**config.mk**
```make
export PLATFORM = sky130hd
export DESIGN_NAME = sync_fifo_ctl
export DESIGN_NICKNAME = d
export VERILOG_FILES = /design/src/rtl/fifo_pkg.sv /design/src/rtl/fifo_ram.sv /design/src/rtl/sync_fifo_ctl.sv
export SDC_FILE = /design/constraint.sdc
export NUM_CORES = 1
export LEC_CHECK = 0
export ABC_CLOCK_PERIOD_IN_PS = 3950
export BUFFER_PORTS_ARGS = -buffer_cell sky130_fd_sc_hd__buf_2
export CAP_MARGIN = 20
export CORE_MARGIN = 8
export CORE_UTILIZATION = 42
export DETAILED_ROUTE_END_ITERATION = 8
export PLACE_DENSITY_LB_ADDON = 0.2
export SYNTH_ARGS = -nofsm -noshare
export SYNTH_HDL_FRONTEND = slang
export SYNTH_SLANG_ARGS = --single-unit
```
**constraint.sdc**
```tcl
create_clock -name clk -period 3.95 [get_ports clk]
set_input_delay 0.1975 -clock clk [delete_from_list [all_inputs] [get_ports clk]]
set_output_delay 0.1975 -clock clk [all_outputs]
set_load 0.02 [all_outputs]
```
**src/rtl/fifo_pkg.sv**
```systemverilog
// Shared constants and helpers for the FIFO family.
// No logic; elaboration-time only.
// No flow control of its own.
package fifo_pkg;

  // Read-mode selector for the FWFT parameter.
  localparam int FWFT_OFF = 0;
  localparam int FWFT_ON  = 1;

  // Ceiling log2 for sizing counters and addresses in FIFO variants.
  function automatic int clog2(input int value);
    int result;
    int v;
    result = 0;
    v = value - 1;
    while (v > 0) begin
      result = result + 1;
      v = v >> 1;
    end
    return result;
  endfunction

endpackage

```
**src/rtl/fifo_ram.sv**
```systemverilog
// Simple dual-port RAM: synchronous write port, synchronous registered read port.
// Latency: write visible to a read on the following edge; read data valid one edge after re.
// No backpressure; the controller guarantees no same-address read/write in one cycle.
module fifo_ram #(
  parameter int WIDTH = 8,
  parameter int DEPTH = 6
) (
  input  logic             clk,
  input  logic             rst,
  input  logic             we,
  input  logic [DEPTH-1:0] waddr,
  input  logic [WIDTH-1:0] wdata,
  input  logic             re,
  input  logic [DEPTH-1:0] raddr,
  output logic [WIDTH-1:0] rdata
);

  localparam int WORDS = 1 << DEPTH;

  logic [WIDTH-1:0] mem [WORDS];

  // Storage array is never reset so it maps onto block RAM.
  always_ff @(posedge clk) begin
    if (we) begin
      mem[waddr] <= wdata;
    end
  end

  // Output register doubles as the FIFO's q, so it is reset and holds when idle.
  always_ff @(posedge clk) begin
    if (rst) begin
      rdata <= '0;
    end else if (re) begin
      rdata <= mem[raddr];
    end
  end

endmodule

```
**src/rtl/sync_fifo_ctl.sv**
```systemverilog
// Single-clock FIFO controller with registered flags, sticky errors and optional FWFT read.
// Latency: standard mode q one edge after pop; FWFT mode q one edge after the word reaches RAM.
// Backpressure: push ignored while full (sets overflow), pop ignored while empty (sets underflow).
module sync_fifo_ctl
  import fifo_pkg::*;
#(
  parameter int WIDTH              = 8,
  parameter int DEPTH              = 6,
  parameter int ALMOST_EMPTY_COUNT = 1,
  parameter int ALMOST_FULL_COUNT  = 1,
  parameter int FWFT               = FWFT_OFF
) (
  input  logic             clk,
  input  logic             rst,
  input  logic             push,
  input  logic [WIDTH-1:0] d,
  input  logic             pop,
  output logic [WIDTH-1:0] q,
  output logic             valid,
  output logic             full,
  output logic             empty,
  output logic             almost_empty,
  output logic             almost_full,
  output logic [DEPTH:0]   count,
  output logic             overflow,
  output logic             underflow
);

  localparam int CW = DEPTH + 1;
  localparam logic [DEPTH:0] CAP   = {1'b1, {DEPTH{1'b0}}};
  localparam logic [DEPTH:0] AE_TH = CW'(ALMOST_EMPTY_COUNT);
  localparam logic [DEPTH:0] AF_TH = CAP - CW'(ALMOST_FULL_COUNT);

  logic [DEPTH-1:0] wr_ptr;
  logic [DEPTH-1:0] rd_ptr;
  logic             push_acc;
  logic             pop_acc;
  logic             ram_we;
  logic             ram_re;
  logic             valid_next;
  logic             mem_has_word;
  logic [DEPTH:0]   count_next;

  // Accept/read decisions and next occupancy.
  // In FWFT mode count includes the word sitting in q, so the RAM holds count - valid
  // words. A pop there acknowledges the presented word, so it is only taken while q is
  // live; during the one-cycle prefetch gap after a push into an empty FIFO a pop is
  // neither consumed nor flagged as an error.
  always_comb begin
    push_acc     = push && !full;
    mem_has_word = count > {{DEPTH{1'b0}}, valid};
    pop_acc      = 1'b0;
    ram_re       = 1'b0;
    valid_next   = 1'b0;
    if (FWFT == FWFT_ON) begin
      pop_acc    = pop && valid;
      ram_re     = (!valid || pop_acc) && mem_has_word;
      valid_next = ram_re || (valid && !pop_acc);
    end else begin
      pop_acc    = pop && !empty;
      ram_re     = pop_acc;
      valid_next = pop_acc;
    end
    count_next = count;
    if (push_acc && !pop_acc) begin
      count_next = count + CW'(1);
    end else if (!push_acc && pop_acc) begin
      count_next = count - CW'(1);
    end
  end

  // Reset takes priority over a push landing in the array on the same edge.
  assign ram_we = push_acc && !rst;

  // Pointers, occupancy and all status flags, registered from next-state count.
  always_ff @(posedge clk) begin
    if (rst) begin
      wr_ptr       <= '0;
      rd_ptr       <= '0;
      count        <= '0;
      valid        <= 1'b0;
      full         <= 1'b0;
      empty        <= 1'b1;
      almost_empty <= 1'b1;
      almost_full  <= 1'b0;
      overflow     <= 1'b0;
      underflow    <= 1'b0;
    end else begin
      if (push_acc) begin
        wr_ptr <= wr_ptr + DEPTH'(1);
      end
      if (ram_re) begin
        rd_ptr <= rd_ptr + DEPTH'(1);
      end
      count        <= count_next;
      valid        <= valid_next;
      full         <= (count_next == CAP);
      empty        <= (count_next == '0);
      almost_empty <= (count_next <= AE_TH);
      almost_full  <= (count_next >= AF_TH);
      overflow     <= overflow | (push && full);
      underflow    <= underflow | (pop && empty);
    end
  end

  fifo_ram #(
    .WIDTH (WIDTH),
    .DEPTH (DEPTH)
  ) u_ram (
    .clk   (clk),
    .rst   (rst),
    .we    (ram_we),
    .waddr (wr_ptr),
    .wdata (d),
    .re    (ram_re),
    .raddr (rd_ptr),
    .rdata (q)
  );

endmodule
```
==> impl_metrics.py <==
metrics = {
    "run_status": {
        "status": "completed",
    },
    "worst_setup_path": {
        "path_max_fanout": 8,
        "crit_chain": "nand2b_1 > nor3_1 > nand3_1 > nor2_1",
        "critPathMaxStageDelay_ns": 0.77,
        "endpoint": "u_ram.mem[11][0]",
        "path_buf_inv": 0,
        "r2r_cells": 4,
        "cpLargestDelayFamily": "simple AND/OR/NAND/NOR gates",
        "start_kind": "register",
        "cp-startpoint": "full",
        "reg2reg_from": "full",
        "cp.depth": 4,
        "r2r_slack_ns": 1.12,
        "crit_slowest_cell": "nor2_1",
        "crit_arrival_ns": 3.05,
        "r2r-end": "u_ram.mem[11][0]",
        "criticalPathCategory": "register to register",
        "required_ns": 4.18,
        "end_kind": "register",
    },
    "global_routing": {
        "grt_pass1_wl_um": 73600,
        "antenna_found_initial": 0,
        "grtUsageMet3": 0.0331,
        "groute.usage.overall": 0.166,
        "grt_pass1_vias": 11100,
        "grt_util_met2": 0.264,
        "grt_busiest_layer": "met2",
        "met1_usage": 0.230,
        "grt_max_degree": 65,
        "overflow": 0,
    },
    "floorplan": {
        "fp-row-count": 82,
        "coreArea_mm2": 0.0503,
        "die_area_mm2": 0.0585,
        "ios": 34,
        "fp.dieH_um": 242,
        "die_w_um": 242,
        "initial_core_util": 0.426,
    },
    "clock_network": {
        "numCtsBuffers": 55,
        "cts.clk_slew.worst_paths_ns": 0.07,
        "cts_num_sinks": 546,
        "ctsHoldBuffers": 3,
        "cts_buffer_depth": 3,
        "cts_setup_buffers": 0,
        "htree_num_levels": 2,
        "clk_latency_ns": 0.61,
        "cts_resized": 0,
        "cts_tree": "yes",
        "clockRootBuffer": "clkbuf_16",
    },
    "timing": {
        "period_share": 0.715,
        "slew_headroom": 0.388,
        "max_freq_mhz": 354,
        "fin_crit_ns": 2.83,
        "tightest_slew_ns": 0.914,
        "hold_viol": 0,
        "slew_viol_final": 0,
        "setup_viol": 0,
        "rsz0062_at_grt": "no",
        "fin_hold_ws_ns": 0.0984,
        "fin_skew_ns": 0.0285,
        "setup_tns_ns": 0,
    },
    "place": {
        "gp_congestion": 0.807,
        "placed_cell_area_mm2": 0.0224,
        "port_buffers": 33,
        "hpwl_um": 31500,
    },
    "synthesis": {
        "synthDistinctLibCells": 45,
        "ys_seq_elements": 546,
        "netlist_area_mm2": 0.0214,
        "syn_avg_cell_area_um2": 18.4,
        "ys_warn_count": 0,
        "synth-main-ff-cell": "edfxtp_1",
        "syn_nets": 1182,
        "async_flop_share": 0,
        "syn-instance-count": 1166,
        "seq_area_frac_synth": 0.749,
        "synth_edf_count": 512,
    },
    "finish": {
        "final_common_cell": "edfxtp_1",
        "drive_above_1_share": 0.198,
        "antenna_cells": 0,
        "fin_nets": 1244,
        "final_cell_mix": "edfxtp_1 (512), nor2_1 (107), mux2i_1 (104)",
        "final_core_util": 0.481,
        "syn_to_final_growth_pct": 12.8,
        "design_area_mm2": 0.0242,
    },
    "detailed_routing": {
        "drt_iter0_drc": 893,
        "avgViaCountPerCell": 5.57,
        "num_vias": 10800,
        "first_pass_iters": 5,
        "postRouteAntennaNets": 0,
        "drt_wl_total_um": 49200,
        "routedWlPerCell_um": 25.4,
        "drc": 0,
    },
    "hold_path": {
        "hold_start": "d[2]",
        "worst_hold_path_type": "input port to register",
    },
    "power": {
        "irDropWorstVdd_mv": 0.314,
        "p_per_area_mw_per_mm2": 536,
        "p_total_mw": 12.9,
        "leakage_nw": 7.34,
    },
    "job": {
        "cap_violations": 0,
    },
}
==> metrics by stage <==
| step | instances | setup slack (ns) |
|---|---|---|
| after floorplan | 1166 | 1.77 |
| after global placement | 1840 | 1.16 |
| after detailed placement | 1840 | 1.10 |
| after CTS | 1941 | 1.10 |
| after global routing | 1941 | 0.911 |
| final | 1941 | 1.12 |
==> worst register-to-register path, delay by kind of cell, from the launching register on <==
family | cells | cell delay, ns
and+or+nand+nor | 4 | 2.11
DFF | 1 | 0.35
==> power breakdown <==
part	internal, mW	switching [mW]
registers	6.38	0.119
clock network	2.87	2.16
logic	0.612	0.808
total	9.86	3.09
==> final cells by class <==
class,count,area (um2)
Clock buffer,67,1440
Clock inverter,31,293
Fill cell,4252,26100
Inverter,4,15.0
Multi-Input combinational cell,550,5020
Sequential cell,546,16100
Tap cell,672,841
Timing Repair Buffer,71,495
==> metal layers <==
metal,vias to the layer above,wire (um),share of wire
li1,4829,-,-
met5,-,0,0
met1,5607,21900,0.45
met4,0,1410,0.029
met2,292,23400,0.48
met3,93,2490,0.051
==> cells by family after synthesis <==
kind of cell	count (synthesis)	share of synthesized area
fa+ha+maj	4	0.00234
buf+inv	70	0.0168
flops	546	0.749
compound gates	121	0.0378
xor+xnor	16	0.00654
simple gates	210	0.0431
mux	199	0.144
==> worst min-delay path by stage <==
stage | endpoint | slack (ns) | cells after the start
final | u_ram.mem[12][2] | 0.1 | 1
after global routing | u_ram.mem[12][2] | 0.10 | 1
after CTS | u_ram.mem[12][2] | 0.08 | 1
after global placement | underflow | 0.45 | 2
after floorplan | u_ram.mem[0][0] | 0.30 | 0
after detailed placement | overflow | 0.46 | 2
==> state kept, by name, indices dropped and copies added, names as in the netlist <==
name / flops
underflow: 1
almost_full: 1
valid: 1
overflow: 1
almost_empty: 1
full: 1
rd_ptr: 6
u_ram.rdata: 8
u_ram.mem: 512
wr_ptr: 6
count: 7
empty: 1
==> cells in the mapped netlist (10+ instances only) <==
cell type    n  area, um2
edfxtp_1   512      15400
nor2_1     107        402
mux2i_1    104       1040
mux4_2      87       1960
nand2_1     49        184
dfxtp_1     34        681
clkbuf_1    30        113
a21oi_1     24        120
o22ai_1     22        138
buf_2       20        100
o21ai_0     16       80.1
nor3_1      13       65.1
o211ai_1    11       82.6
a31oi_1     10       62.6
(Power assumes the default switching activity.)
